===== config.mk =====
export PLATFORM = sky130hd
export DESIGN_NAME = alu_dispatch
export DESIGN_NICKNAME = d
export VERILOG_FILES = /design/src/rtl/simprisc_pkg.sv /design/src/rtl/simprisc_regfile.sv /design/src/rtl/alu_dispatch.sv
export SDC_FILE = /design/constraint.sdc
export NUM_CORES = 1
export LEC_CHECK = 0
export CAP_MARGIN = 20
export CELL_PAD_IN_SITES_DETAIL_PLACEMENT = 2
export CELL_PAD_IN_SITES_GLOBAL_PLACEMENT = 2
export CORE_UTILIZATION = 36
export DETAILED_ROUTE_END_ITERATION = 10
export PLACE_DENSITY = 0.83
export SYNTH_ARGS = -nofsm -noshare
export SYNTH_HDL_FRONTEND = slang
export SYNTH_HIERARCHICAL = 1
export SYNTH_SLANG_ARGS = --single-unit

===== constraint.sdc =====
create_clock -name clk -period 2.3 [get_ports clk]
set_clock_uncertainty 0.2 [all_clocks]
set_input_delay 0.46 -clock clk [delete_from_list [all_inputs] [get_ports clk]]
set_output_delay 0.46 -clock clk [all_outputs]
set_load 0.05 [all_outputs]

===== src/rtl/simprisc_pkg.sv =====
// Shared SimpRISC types: ALU opcode encoding, dispatcher FSM states and default widths.
package simprisc_pkg;

  localparam int DATA_W_DEF = 32;

  typedef enum logic [2:0] {
    ALU_ADD = 3'd0,
    ALU_SUB = 3'd1,
    ALU_NOT = 3'd2,
    ALU_LS  = 3'd3,
    ALU_RS  = 3'd4,
    ALU_AND = 3'd5,
    ALU_OR  = 3'd6,
    ALU_LT  = 3'd7
  } alu_sel_t;

  typedef enum logic [1:0] {
    ST_IDLE = 2'd0,
    ST_READ = 2'd1,
    ST_EXEC = 2'd2,
    ST_WB   = 2'd3
  } disp_state_t;

endpackage


===== src/rtl/simprisc_regfile.sv =====
// NREGS x DATA_W register file: three async read ports, one sync write port, r0 reads zero.
module simprisc_regfile #(
  parameter int DATA_W = 32,
  parameter int NREGS  = 8,
  parameter int AW     = $clog2(NREGS)
) (
  input  logic              clk,
  input  logic              rst_n,
  input  logic              we_i,
  input  logic [AW-1:0]     waddr_i,
  input  logic [DATA_W-1:0] wdata_i,
  input  logic [AW-1:0]     raddr_a_i,
  input  logic [AW-1:0]     raddr_b_i,
  input  logic [AW-1:0]     raddr_d_i,
  output logic [DATA_W-1:0] rdata_a_o,
  output logic [DATA_W-1:0] rdata_b_o,
  output logic [DATA_W-1:0] rdata_d_o
);

  logic [NREGS-1:0][DATA_W-1:0] rf_q;

  always_ff @(posedge clk) begin
    if (!rst_n) begin
      rf_q <= '0;
    end else if (we_i && (waddr_i != '0)) begin
      rf_q[waddr_i] <= wdata_i;
    end
  end

  // r0 is forced at the read mux so it never depends on the storage contents
  assign rdata_a_o = (raddr_a_i == '0) ? '0 : rf_q[raddr_a_i];
  assign rdata_b_o = (raddr_b_i == '0) ? '0 : rf_q[raddr_b_i];
  assign rdata_d_o = (raddr_d_i == '0) ? '0 : rf_q[raddr_d_i];

endmodule


===== src/rtl/alu_dispatch.sv =====
// Serialised ALU issue stage: latch instruction, read operands, drive ALU, capture and write back.
module alu_dispatch
  import simprisc_pkg::*;
#(
  parameter int DATA_W = DATA_W_DEF,
  parameter int NREGS  = 8,
  parameter int IMM_W  = 12,
  localparam int REG_AW = $clog2(NREGS)
) (
  input  logic              clk,
  input  logic              rst_n,
  input  logic              instr_valid,
  output logic              instr_ready,
  input  alu_sel_t          instr_op,
  input  logic [REG_AW-1:0] instr_rd,
  input  logic [REG_AW-1:0] instr_rs1,
  input  logic [REG_AW-1:0] instr_rs2,
  input  logic [IMM_W-1:0]  instr_imm,
  input  logic              instr_use_imm,
  output alu_sel_t          alu_sel,
  output logic [DATA_W-1:0] alu_a,
  output logic [DATA_W-1:0] alu_b,
  input  logic [DATA_W-1:0] alu_out,
  output logic              res_valid,
  output logic [DATA_W-1:0] res_data,
  output logic [REG_AW-1:0] res_rd,
  output logic              res_zero,
  input  logic [REG_AW-1:0] dbg_addr,
  output logic [DATA_W-1:0] dbg_data
);

  disp_state_t state_q, state_d;

  alu_sel_t          op_q;
  logic [REG_AW-1:0] rd_q, rs1_q, rs2_q;
  logic [IMM_W-1:0]  imm_q;
  logic              use_imm_q;

  alu_sel_t          alu_sel_q;
  logic [DATA_W-1:0] alu_a_q, alu_b_q;
  logic [DATA_W-1:0] result_q;
  logic [REG_AW-1:0] res_rd_q;
  logic              res_zero_q;

  logic              accept;
  logic              rf_we;
  logic [DATA_W-1:0] rs1_data, rs2_data, imm_sext;

  simprisc_regfile #(
    .DATA_W (DATA_W),
    .NREGS  (NREGS),
    .AW     (REG_AW)
  ) u_rf (
    .clk       (clk),
    .rst_n     (rst_n),
    .we_i      (rf_we),
    .waddr_i   (rd_q),
    .wdata_i   (result_q),
    .raddr_a_i (rs1_q),
    .raddr_b_i (rs2_q),
    .raddr_d_i (dbg_addr),
    .rdata_a_o (rs1_data),
    .rdata_b_o (rs2_data),
    .rdata_d_o (dbg_data)
  );

  assign imm_sext = {{(DATA_W-IMM_W){imm_q[IMM_W-1]}}, imm_q};

  // FSM: state register
  always_ff @(posedge clk) begin
    if (!rst_n) state_q <= ST_IDLE;
    else        state_q <= state_d;
  end

  // FSM: next state
  always_comb begin
    state_d = state_q;
    unique case (state_q)
      ST_IDLE: if (accept) state_d = ST_READ;
      ST_READ: state_d = ST_EXEC;
      ST_EXEC: state_d = ST_WB;
      ST_WB:   state_d = ST_IDLE;
      default: state_d = ST_IDLE;
    endcase
  end

  // FSM: outputs
  always_comb begin
    instr_ready = (state_q == ST_IDLE);
    accept      = instr_valid && instr_ready;
    res_valid   = (state_q == ST_WB);
    rf_we       = res_valid && (rd_q != '0);
  end

  // Instruction fields are captured once so decode may change its outputs while we are busy
  always_ff @(posedge clk) begin
    if (!rst_n) begin
      op_q      <= ALU_ADD;
      rd_q      <= '0;
      rs1_q     <= '0;
      rs2_q     <= '0;
      imm_q     <= '0;
      use_imm_q <= 1'b0;
    end else if (accept) begin
      op_q      <= instr_op;
      rd_q      <= instr_rd;
      rs1_q     <= instr_rs1;
      rs2_q     <= instr_rs2;
      imm_q     <= instr_imm;
      use_imm_q <= instr_use_imm;
    end
  end

  always_ff @(posedge clk) begin
    if (!rst_n) begin
      alu_sel_q  <= ALU_ADD;
      alu_a_q    <= '0;
      alu_b_q    <= '0;
      result_q   <= '0;
      res_rd_q   <= '0;
      res_zero_q <= 1'b1;
    end else begin
      if (state_q == ST_READ) begin
        alu_sel_q <= op_q;
        alu_a_q   <= rs1_data;
        alu_b_q   <= use_imm_q ? imm_sext : rs2_data;
      end
      // Result fields change only on entry to WB, so they hold between res_valid pulses
      if (state_q == ST_EXEC) begin
        result_q   <= alu_out;
        res_rd_q   <= rd_q;
        res_zero_q <= (alu_out == '0);
      end
    end
  end

  assign alu_sel  = alu_sel_q;
  assign alu_a    = alu_a_q;
  assign alu_b    = alu_b_q;
  assign res_data = result_q;
  assign res_rd   = res_rd_q;
  assign res_zero = res_zero_q;

endmodule


Yosys cells after proc, flatten, opt, wreduce, memory -nomap -nowiden
Cells that the tools add are included.
{ "word_totals": {"out_inout_bits": 137, "elab_cells": 55, "reg_bits": 386} }
{ "classes": {"n_lt_le_gt_ge": 5, "n_reduce_logical": 10, "mux": 15, "n_eq_ne": 4} }
{ "ops": {"columns": ["cell", "n"], "rows": [
  ["$bmux 32 s3", 3],
  ["$bwmux 256", 1],
  ["$mux 32", 8],
  ["$demux 32 s3", 1],
  ["$logic_not 32->1", 1],
  ["$lt 3x4->1 const B", 4],
  ["$logic_not 3->1", 3],
  ["$pmux 2 s4", 1],
  ["$eq 2x2->1 const B", 2],
  ["$logic_and 1x1->1", 4],
  ["$ge 3x1->1 const B", 1],
  ["$reduce_bool 3->1", 1],
  ["$eq 2x1->1 const B", 1],
  ["$logic_not 2->1", 1],
  ["$mux 2", 1],
  ["$ne 2x1->1 const B", 1]
]} }

Longest topological paths before layout
{ "logic_depth": {"word_depth": 5, "ltp_mapped": 8, "ltp_nobuf": 6} }

Hierarchy
The synthesis kept the hierarchy.
{ "by_module_without_submodules": {"columns": ["module", "area_per_inst_um2", "instances", "cells_each", "seq_area_each_um2"], "rows": [
  ["simprisc_regfile", 14407.6, 1, 1570, 4484.3],
  ["alu_dispatch", 5165.0, 1, 513, 2602.5]
]} }

Worst setup path before layout
No wires, ideal clock.
{ "synth_timing": {"path_type": "input-to-output", "start": "input dbg_addr[1]", "end": "output dbg_data[0]", "arrival_time_ps": 2307, "cell_stages": 5, "slack_ps": -667, "path_cell_list": "buf_2 > and2_1 > clkbuf_1 > buf_2 > a221oi_1"} }
{ "synth_between": {"elab_chain_cells": 3} }
{ "synth_rtl": {"columns": ["item", "line", "rtl"], "rows": [
  ["from (decl)", "alu_dispatch.sv:28", "input logic [REG_AW-1:0] dbg_addr,"],
  ["$bmux 32 s3", "simprisc_regfile.sv:33", "assign rdata_d_o = (raddr_d_i == '0) ? '0 : rf_q[raddr_d_i];"],
  ["$mux 32 (not written as such)", "simprisc_regfile.sv:33", null],
  ["$mux 32 *", "simprisc_regfile.sv:33", null],
  ["to (decl)", "alu_dispatch.sv:29", "output logic [DATA_W-1:0] dbg_data"]
]} }
Every way passes the cells marked *; elsewhere a longest branch is shown, timed or not. The select of a mux whose other input is x is not followed.

Worst setup path after layout
{ "layout_timing": {"start": "register rs2_q[1]", "end": "register alu_b_q[11] (netlist: alu_b[11])"} }
{ "layout_between": {"elab_chain_cells": 4} }
{ "layout_rtl": {"columns": ["item", "line", "rtl"], "rows": [
  ["from (decl)", "alu_dispatch.sv:35", "logic [REG_AW-1:0] rd_q, rs1_q, rs2_q;"],
  ["from (signal assigned)", "alu_dispatch.sv:108", "rs2_q <= instr_rs2;"],
  ["$bmux 32 s3", "simprisc_regfile.sv:32", "assign rdata_b_o = (raddr_b_i == '0) ? '0 : rf_q[raddr_b_i];"],
  ["$mux 32 (not written as such)", "simprisc_regfile.sv:32", null],
  ["$mux 32 *", "simprisc_regfile.sv:32", null],
  ["net rs2_data[11]", "alu_dispatch.sv:47", "logic [DATA_W-1:0] rs1_data, rs2_data, imm_sext;"],
  ["$mux 32 *", "alu_dispatch.sv:126", "alu_b_q <= use_imm_q ? imm_sext : rs2_data;"],
  ["to (signal assigned)", "alu_dispatch.sv:126", null],
  ["to (decl)", "alu_dispatch.sv:40", "logic [DATA_W-1:0] alu_a_q, alu_b_q;"]
]} }
Mark *: on every way through the listed nets, which the timed path passes. The rest lies on a longest branch. The select of a mux whose other input is x is not followed.
A chain may end at the register's enable or synchronous reset.

==> results_dict.tcl <==
set metrics [dict create \
    timing.final.crit_share_pct 124 \
    num_vias 21100 \
    path_buf_inv 2 \
    crit_fanout 25 \
    wire_per_inst_um 40.2 \
    fp-row-count 85 \
    grt_pass1_wl_mm 159 \
    netlist_area_um2 19600 \
    min_period_ns 2.85 \
    ys_ff_latch 354 \
    whs_ns 0.180 \
    seqCellArea_um2 7210 \
    core_area_um2 53800 \
    hold_end "res_data[27]" \
    cp_slowest_stage_delay_ns 0.63 \
    crit_type "flip-flop to flip-flop" \
    yosysWarnings 6 \
    regToRegEndpoint "alu_b[11]" \
    drt_pass1_iterations 6 \
    synth_edf_count 0 \
    violations "negative setup slack" \
    clockBufferDepth 3 \
    drive_above_1_share_pct 31.3 \
    p_per_area_nw_per_um2 830 \
    synth_ff_type "dfxtp_1" \
    rsz0062_at_grt "yes" \
    tightest_slew_ns 1.04 \
    grt_util_all_layers_pct 38.3 \
    yosys.area.top_type "dfxtp_1" \
    start_util_pct 36.4 \
    whs_path_depth 2 \
    die_area_um2 55300 \
    maxClockFrequency_mhz 351 \
    clk_pin_slew_ns 0.07 \
    top_level_ports 200 \
    worstPathCellList "and2b_1 -> buf_12 -> a221oi_1 -> a221oi_2 -> buf_4 -> nand2b_1 -> a31oi_1" \
    port_buffers 199 \
    fp.dieW_um 235 \
    setup_viol 79 \
    grt_pass1_vias 22600 \
    cts_tree "done" \
    synth_top_area_share_pct 36.2 \
    grt_overflow_total 0 \
    worst_r2r_path_depth 7 \
    place_ws_ns -0.588 \
    dpl_cell_area_um2 23500 \
    hold_buffers 0 \
    critical_path.top_delay_family "compound AO/OA/AOI/OAI gates" \
    final_area_um2 26600 \
    syn_to_final_growth_pct 35.9 \
    status "finished with violations" \
    synth-adder-area-share_pct 0.320 \
    drc 0 \
    worst_setup_path_end_kind "flip-flop" \
    drv_cap 0 \
    yosys-top-cells-area "dfxtp_1 (36%), mux2i_1 (14%), nand2_1 (9.3%)" \
    synth.area.mux_share_pct 19.7 \
    ys_types 44 \
    fp.dieH_um 235 \
    yosys.area_share.simple_pct 14.7 \
    worst_path_max_delay_cell "a221oi_2" \
    synth-compound-area-share_pct 22.0 \
    cts_made_buffers 43 \
    detailed_place_hpwl_mm 56.2 \
    worstHoldPathType "input port to flip-flop" \
    synth_xor_area_share_pct 0 \
    tns_ns -11.34 \
    via_per_inst 6.87 \
    required_ns 2.56 \
    slew_headroom_pct 30.2 \
    worst_hold_startpoint "rst_n" \
    synth_top_family_by_area "compound AO/OA/AOI/OAI gates" \
    fillers 5388 \
    drv_slew 0 \
    timing_hold_violations_final 0 \
    multi_input_area_um2 12600 \
    p_leak_nw 9.70 \
    detail-route-antenna-nets 0 \
    cp.arrival_ns 3.11 \
    setup_slack_ns -0.549 \
    drt-initial-drc-count 2370 \
    cts.sinks 354 \
    ys_seq_area_share_pct 36.2 \
    gp_congestion 0.840 \
    nets 2415 \
    grt_max_degree 77 \
    postSynthCellCount 2083 \
    setup.worst_path.start_class "flip-flop" \
    antenna_found_initial 8 \
    ir_drop_uv 728 \
    cts-htree-levels 2 \
    r2r-start "rs2_q[1]" \
    clockRootBuffer "clkbuf_16" \
    async_flop_share_pct 0 \
    drt_wl_total_mm 124 \
    r2r_setup_slack_ns -0.55 \
    synth_fp_nets 2151 \
    insertion_delay_ns 0.63 \
    syn_area_per_cell_um2 9.40 \
]
==> cell usage in the layout, fill, tap and decap left out, types with 4 or more instances in the layout <==
cell type,instances
a221oi_1,59
clkinv_2,4
a31oi_1,20
dfxtp_4,8
a21boi_2,34
dfxtp_2,73
mux2_4,37
inv_6,4
a21boi_0,6
mux2_2,8
a221oi_4,64
clkbuf_1,10
o21ai_1,14
nand2_2,30
nand2b_1,21
o211a_1,12
nand2_1,483
buf_6,14
buf_4,235
clkdlybuf4s50_1,58
nor2b_1,72
clkbuf_16,46
a21boi_1,210
nor4_1,6
mux2i_1,269
dfxtp_1,273
nor2b_4,4
buf_12,76
dlygate4sd2_1,36
mux2_1,51
mux2i_2,4
a221oi_2,69
o21ai_0,7
clkbuf_8,11
==> cell type report <==
cell class	instances	share of cell area [%]
multi-input combinational	1517	47.4
sequential	354	27.1
timing repair buffer	428	17.0
clock buffer	63	4.71
tap	696	3.27
clock inverter	11	0.376
inverter	3	0.0423
antenna	2	0.0188
==> worst register-to-register path, cell delays in order (launching register included) <==
cell,delay (ns)
dfxtp_4,0.46
and2b_1,0.30
buf_12,0.28
a221oi_1,0.20
a221oi_2,0.63
buf_4,0.22
nand2b_1,0.09
a31oi_1,0.34
==> synth_stat cells, types with 4 or more instances <==
cell / number
a21boi_0: 6
a21boi_1: 214
a21boi_2: 30
a221oi_1: 149
a221oi_2: 43
a31oi_1: 21
and2_1: 5
buf_12: 5
buf_2: 49
buf_4: 24
buf_6: 41
buf_8: 4
clkbuf_1: 84
dfxtp_1: 354
ha_1: 5
mux2_1: 65
mux2_2: 25
mux2_4: 6
mux2i_1: 274
nand2_1: 483
nand2_2: 30
nand2b_1: 22
nor2b_1: 75
nor4_1: 6
o211a_1: 12
o21ai_0: 7
o21ai_1: 14
==> state kept, by name, indices dropped and copies added (netlist names) <==
name and count:
alu_a 32, alu_b 32, alu_sel 3, imm_q 12
op_q 3, rd_q 3, res_data 32, res_rd 3
res_zero 1, rs1_q 3, rs2_q 3, state_q 2
u_rf/rf_q 224, use_imm_q 1
==> worst max path at each step <==
stage / depth (start not counted) / from / endpoint / slack [ns]
2_1_floorplan: 5 / dbg_addr[2] / dbg_data[0] / -0.02
3_3_place_gp: 5 / dbg_addr[2] / dbg_data[10] / -0.57
3_5_place_dp: 5 / dbg_addr[2] / dbg_data[10] / -0.59
4_1_cts: 5 / u_rf/rf_q[69] / dbg_data[5] / -0.23
5_1_grt: 7 / state_q[1] / u_rf/rf_q[74] / -0.54
6_report: 7 / rs2_q[1] / alu_b[11] / -0.55
==> stage by stage <==
stage | std cells | utilization, % | power [W]
finish | 3074 | 49.4 | 0.0221
detailed placement | 2928 | 43.7 | 0.0142
global placement | 2928 | 43.7 | 0.0139
floorplan | 2083 | - | 0.0115
global route | 3072 | 49.4 | 0.0224
CTS | 3057 | 48.5 | 0.0212
==> timing repair <==
| item | CTS | global route |
|---|---|---|
| hold endpoints to repair | 0 | 0 |
| cloned | 2 | 3 |
| setup endpoints to repair | 74 | 66 |
| gates resized for setup | 227 | 70 |
| pin swaps | 36 | 39 |
| buffers inserted | 54 | 13 |
==> report_power, final <==
group | leakage [nW] | internal [W] | total (W) | switching [W]
registers | 2.91 | 0.00659 | 0.00726 | 0.000665
clock network | 0.662 | 0.00388 | 0.00705 | 0.00316
logic | 6.13 | 0.00258 | 0.00777 | 0.00519
total | 9.70 | 0.0131 | 0.0221 | 0.00902
==> metal layers <==
layer | global-route usage [%] | up-vias | wire length (um)
li1 | - | 8030 | -
met4 | 30.9 | 12 | 12100
met1 | 42.2 | 10600 | 44300
met5 | 0 | - | 76
met2 | 63.9 | 1723 | 56200
met3 | 8.37 | 790 | 11100
==> cells by family after synthesis <==
kind of cell,Yosys count
simple gates,644
compound gates,498
mux,370
flops,354
buf+inv,212
fa+ha+maj,5
Power figures use the tool's default switching activity.
